==> config.mk <==
export PLATFORM = sky130hd
export DESIGN_NAME = mux32_reg
export DESIGN_NICKNAME = d
export VERILOG_FILES = /design/src/rtl/mux32_pkg.sv /design/src/rtl/mux32_reg.sv
export SDC_FILE = /design/constraint.sdc
export NUM_CORES = 1
export LEC_CHECK = 0
export CAP_MARGIN = 20
export CELL_PAD_IN_SITES_DETAIL_PLACEMENT = 1
export CELL_PAD_IN_SITES_GLOBAL_PLACEMENT = 1
export CORE_AREA = 2 2 413 415
export DETAILED_ROUTE_END_ITERATION = 7
export DIE_AREA = 0 0 415 417
export GPL_TIMING_DRIVEN = 0
export PLACE_DENSITY_LB_ADDON = 0.05
export SYNTH_ARGS = -nofsm -noshare
export SYNTH_HDL_FRONTEND = slang
export SYNTH_SLANG_ARGS = --single-unit
export TNS_END_PERCENT = 5
==> constraint.sdc <==
create_clock -name clk -period 0.8 [get_ports clk]
set_input_delay 0.2 -clock clk [delete_from_list [all_inputs] [get_ports clk]]
set_output_delay 0.2 -clock clk [all_outputs]
set_load 0.005 [all_outputs]
==> src/rtl/mux32_pkg.sv <==
// Shared constants and types for the 32-to-1 registered word multiplexer.
package mux32_pkg;

  localparam int MUX32_NUM_IN = 32;
  localparam int MUX32_SEL_W  = 5;

  typedef logic [MUX32_SEL_W-1:0] mux32_sel_t;

endpackage : mux32_pkg

==> src/rtl/mux32_reg.sv <==
// 32-to-1 word multiplexer with a registered output (one cycle latency).
// Optional MUX32_REG_COMB_OUT_EN adds an unregistered out_comb = in[sel].
module mux32_reg
  import mux32_pkg::*;
#(
  parameter int WIDTH = 32
) (
  input  logic             clk,
  input  logic             rst_n,
  input  logic [WIDTH-1:0] in0,
  input  logic [WIDTH-1:0] in1,
  input  logic [WIDTH-1:0] in2,
  input  logic [WIDTH-1:0] in3,
  input  logic [WIDTH-1:0] in4,
  input  logic [WIDTH-1:0] in5,
  input  logic [WIDTH-1:0] in6,
  input  logic [WIDTH-1:0] in7,
  input  logic [WIDTH-1:0] in8,
  input  logic [WIDTH-1:0] in9,
  input  logic [WIDTH-1:0] in10,
  input  logic [WIDTH-1:0] in11,
  input  logic [WIDTH-1:0] in12,
  input  logic [WIDTH-1:0] in13,
  input  logic [WIDTH-1:0] in14,
  input  logic [WIDTH-1:0] in15,
  input  logic [WIDTH-1:0] in16,
  input  logic [WIDTH-1:0] in17,
  input  logic [WIDTH-1:0] in18,
  input  logic [WIDTH-1:0] in19,
  input  logic [WIDTH-1:0] in20,
  input  logic [WIDTH-1:0] in21,
  input  logic [WIDTH-1:0] in22,
  input  logic [WIDTH-1:0] in23,
  input  logic [WIDTH-1:0] in24,
  input  logic [WIDTH-1:0] in25,
  input  logic [WIDTH-1:0] in26,
  input  logic [WIDTH-1:0] in27,
  input  logic [WIDTH-1:0] in28,
  input  logic [WIDTH-1:0] in29,
  input  logic [WIDTH-1:0] in30,
  input  logic [WIDTH-1:0] in31,
  input  logic [4:0]       sel,
`ifdef MUX32_REG_COMB_OUT_EN
  output logic [WIDTH-1:0] out_comb,
  output logic [WIDTH-1:0] out
`else
  output logic [WIDTH-1:0] out
`endif
);

  logic [WIDTH-1:0] w_in [MUX32_NUM_IN];
  mux32_sel_t       w_sel;
  logic [WIDTH-1:0] w_sel_word;
  logic [WIDTH-1:0] r_out;

  assign w_in[0]  = in0;
  assign w_in[1]  = in1;
  assign w_in[2]  = in2;
  assign w_in[3]  = in3;
  assign w_in[4]  = in4;
  assign w_in[5]  = in5;
  assign w_in[6]  = in6;
  assign w_in[7]  = in7;
  assign w_in[8]  = in8;
  assign w_in[9]  = in9;
  assign w_in[10] = in10;
  assign w_in[11] = in11;
  assign w_in[12] = in12;
  assign w_in[13] = in13;
  assign w_in[14] = in14;
  assign w_in[15] = in15;
  assign w_in[16] = in16;
  assign w_in[17] = in17;
  assign w_in[18] = in18;
  assign w_in[19] = in19;
  assign w_in[20] = in20;
  assign w_in[21] = in21;
  assign w_in[22] = in22;
  assign w_in[23] = in23;
  assign w_in[24] = in24;
  assign w_in[25] = in25;
  assign w_in[26] = in26;
  assign w_in[27] = in27;
  assign w_in[28] = in28;
  assign w_in[29] = in29;
  assign w_in[30] = in30;
  assign w_in[31] = in31;

  // Full 5-bit decode: every code addresses a word, so no default path exists.
  assign w_sel      = sel;
  assign w_sel_word = w_in[w_sel];

  // Output register; async reset clears it without waiting for a clock.
  always_ff @(posedge clk or negedge rst_n) begin
    if (!rst_n) begin
      r_out <= {WIDTH{1'b0}};
    end else begin
      r_out <= w_sel_word;
    end
  end

  assign out = r_out;

`ifdef MUX32_REG_COMB_OUT_EN
  assign out_comb = w_sel_word;
`endif

endmodule : mux32_reg

Word level (Yosys, flattened, before mapping):

Index checks and enable logic that the tools add are counted.
Widths: inputs -> output; s select.

* order comparisons: 1
* multiplexer cells: 3
* div/mod/pow operators: 0
* bitwise gates (word level): 1
* multipliers: 0
* $add $sub $neg: 0
* equality and inequality tests: 0
* reduce and logical (&&, ||, !) cells: 0
* shift operators: 0

Operator list (number)
* $bmux 32 s5: 1
* $mux 32: 2
* $ge 6x6->1 const B: 1
* $not 5->6: 1

* memory bits (read-only): 0
* bits in registers: 32
* RAM bits: 0
* input port bits: 1031
* bits in latches: 0
* memories kept: 0
* output and inout port bits: 32

Longest topological paths before layout:

Gate-level depths: netlist of the first run.

* depth in word-level cells: 4
* gate-level depth with buffers: 8

Worst setup path before layout of the first run:

Ideal clock, no wire load.

* kind: input -> register
* from: input port sel[0]
* to: register r_out[25] (netlist: out[25])
* stages on the path: 8
* arrival: 1.274 ns
* setup time: 0.129 ns
* path slack: -0.603 ns
* required time: 0.671 ns
* cell sequence: buf_4 buf_6 buf_6 buf_6 mux2i_1 a22oi_1 a31oi_1 nand3_1

* longest elaborated chain between the ends: 4

Ends and longest elaborated chain
* from (decl): line mux32_reg.sv:42 `input logic [4:0] sel,`
* $not 5->6 (implied by the code): line mux32_reg.sv:91 `assign w_sel_word = w_in[w_sel];`
* $bmux 32 s5: line mux32_reg.sv:91
* $mux 32 (implied by the code) (2 in a row): line mux32_reg.sv:91
* via w_sel_word[25]: line mux32_reg.sv:53 `logic [WIDTH-1:0] w_sel_word;`
* to (signal assigned): line mux32_reg.sv:96 `r_out <= {WIDTH{1'b0}};`
* to (signal assigned): line mux32_reg.sv:98 `r_out <= w_sel_word;`
* to (decl): line mux32_reg.sv:54 `logic [WIDTH-1:0] r_out;`

The timed path passes the listed nets, and every way through them passes these cells. The select of a mux whose other input is x is not followed.

Final worst setup path of the first run:

* from: input port in1[25]
* to: register r_out[25] (netlist: out[25])

* longest elaborated chain between the ends: 3

Ends and longest elaborated chain
* from (decl): line mux32_reg.sv:11 `input logic [WIDTH-1:0] in1,`
* $bmux 32 s5: line mux32_reg.sv:91
* $mux 32 (implied by the code) (2 in a row): line mux32_reg.sv:91
* via w_sel_word[25]: line mux32_reg.sv:53

The timed path passes the listed nets, and every way through them passes these cells. The select of a mux whose other input is x is not followed.

==> impl_metrics.env, run 1 <==
export IMPL_status="finished with violations"
export IMPL_violations="hold timing, setup timing"
export IMPL_ys_seq_area_share_pct=8.266
export IMPL_place_inst=4472
export IMPL_drive_above_1_share_pct=16.40
export IMPL_drt_initial_drc_count=426
export IMPL_die_width_um=415
export IMPL_cts_tree="built"
export IMPL_clock_sinks=32
export IMPL_yosys_register_bits=32
export IMPL_largest_register_ffs=32
export IMPL_io_pins=1063
export IMPL_fin_crit_sh_pct=191.7
export IMPL_drtPass1Iterations=4
export IMPL_ctsHtreeMaxLevel=2
export IMPL_slew_violations=0
export IMPL_numCtsBuffers=5
export IMPL_yosysMostFrequentCell="mux2i_1"
export IMPL_syn_to_final_growth_pct=169.6
export IMPL_syn_avg_cell_area_um2=8.141
export IMPL_die_h_um=417
export IMPL_p_leak_nw=10.00
export IMPL_route_detailed_drc=0
export IMPL_gp_congestion=0.8009
export IMPL_finalSetupViolCount=64
export IMPL_via_count=14781
export IMPL_synth_edf_count=0
export IMPL_dieArea_um2=173100
export IMPL_synthArstFlopShare_pct=100.0
export IMPL_power_density_nw_per_um2=716.8
export IMPL_tightestPinTransition_ns=0.7904
export IMPL_syn_instance_count=1190
export IMPL_fin_cells=4523
export IMPL_ys_warn_count=0
export IMPL_synth_area_top_cells="mux2i_1, dfrtp_1, a22oi_1"
export IMPL_peakVddDrop_v=0.0007796
export IMPL_core_um2=168500
export IMPL_via_per_inst=3.268
export IMPL_grt_pass1_wl_um=184500
export IMPL_io_buffers=1061
export IMPL_holdWs_ns=-0.1147
export IMPL_required_ns=1.08
export IMPL_ant_nets=0
export IMPL_wire_per_inst_um=32.46
export IMPL_hold_violations=32
export IMPL_crit_type="in2reg"
export IMPL_fmax_mhz=652.1
export IMPL_crit_arrival_ns=1.81
export IMPL_slew_headroom_pct=47.30
export IMPL_synth_top_flop_cell="dfrtp_1"
export IMPL_synth_cell_types=21
export IMPL_synth_common_cells="mux2i_1, nand2_1, a21oi_1, a22oi_1, nand3_1"
export IMPL_hp_class="in2async"
export IMPL_setup_slack_ns=-0.7336
export IMPL_drv_cap=0
export IMPL_nNetsFinal=3323
export IMPL_cp_max_fo=1
export IMPL_dp_hpwl_um=127900
export IMPL_synth_fp_nets=2221
export IMPL_start_kind="primary input"
export IMPL_clk_pin_slew_ns=0.07
export IMPL_antenna_found_initial=73
export IMPL_grt_usage_pct=16.31
export IMPL_gr_total_overflow=0
export IMPL_initial_utilization_pct=5.749
export IMPL_grt_pass1_vias=16751
export IMPL_fin_crit_ns=1.534
export IMPL_ctsLongestPathBuffers=2
export IMPL_rows=151
export IMPL_wl_um=146800
export IMPL_rsz0062_at_grt="true"
export IMPL_synth_cell_area_um2=9688
export IMPL_end_kind="flop"
export IMPL_grt_max_degree=33
export IMPL_cts_root_buf="clkbuf_16"
export IMPL_yosysTopAreaCellShare_pct=52.90
export IMPL_yosysTopAreaCell="mux2i_1"
power by group:
| part | switching, mW | leakage [nW] | total [mW] | internal (mW) |
|---|---|---|---|---|
| clock | 1.23 | 0.0712 | 2.49 | 1.26 |
| sequential | 0.0805 | 0.378 | 1.93 | 1.85 |
| combinational | 6.22 | 9.55 | 14.3 | 8.08 |
| total | 7.53 | 10.0 | 18.7 | 11.2 |
worst max-delay path, stage by stage:
cell and delay (ns):
clkdlybuf4s50_1 0.57, mux2i_2 0.11, a22o_4 0.28, nor3_4 0.40
a31oi_4 0.12, nand3_2 0.11
cells by family (layout without fill, tap and decap cells):
logic type,count (synthesis),in the layout,share of synthesized area (%)
buffers and inverters,126,1229,7.775
muxes,512,512,52.90
DFF,32,32,8.266
AOI/OAI and AO/OA,288,288,20.25
and+or+nand+nor,232,232,10.81
other,0,12,0
area by class of cell:
class                           instances  area [um2]
Clock buffer                            8       146.4
Sequential cell                        32       800.8
Timing Repair Buffer                 1096       11060
Antenna cell                           12       30.03
Buffer                                125        1757
Fill cell                           19574      142400
Tap cell                             2218        2775
Multi-Input combinational cell       1032        9557
metrics by stage:
stage / power (mW) / utilization, % / worst slack, ns / TNS [ns] / instance area, um2
2_1_floorplan: 5.861 / - / -0.5178 / -16.12 / 9806
3_5_place_dp: 14.91 / 13.79 / -3.011 / -100.68 / 23240
4_1_cts: 19.26 / 15.31 / -0.7056 / -31.41 / 25790
3_3_place_gp: 14.88 / 13.77 / -3.295 / -187.90 / 23200
5_1_grt: 19.93 / 15.49 / -0.7401 / -31.87 / 26100
6_report: 18.72 / 15.50 / -0.7336 / -29.01 / 26120
path summary, 6_finish.rpt:
path	start	to	slack, ns
setup / recovery	in1[25]	out[25]	-0.73
hold / removal	rst_n	out[28]	-0.11
max in group asynchronous	rst_n	out[24]	0.32
min in group clk	sel[3]	out[0]	0.52
metal layers:
| metal | global-route usage, % | wire length [um] | vias up |
|---|---|---|---|
| met5 | 0 | 250 | - |
| met4 | 1.083 | 1542 | 48 |
| met3 | 3.216 | 6882 | 136 |
| met2 | 32.71 | 81620 | 535 |
| met1 | 18.13 | 56510 | 7225 |
| li1 | - | - | 6837 |
placed cells by master, fill, tap and decap left out, drive strengths merged:
master and instances:
or2 1, buf 147, nand2 97, nand3 96, nor2 1, dfrtp 32, clkdlybuf4s15 4, mux2i 512
diode 12, clkbuf 53, clkdlybuf4s50 1024, a21oi 96, and2 1, and2b 1, nand2b 2, bufbuf 1
nor2b 1, a31oi 32, a22o 64, a22oi 96, nor3 32
repair_timing:
item / 4_1_cts / 5_1_grt
gates cloned: 7 / 1
pin swaps: 32 / 12
buffers inserted: 15 / 10
endpoints found under the setup margin: 64 / 64
endpoints found under the hold margin: 18 / 18
gates resized for setup: 607 / 52
(Power assumes the default switching activity.)
==> run 2, diff against run 1 <==
CTS_CLUSTER_SIZE = 24   (was unset)
==> results of run 2 <==
The final DEF is identical to that of run 1; final timing and power are the same.
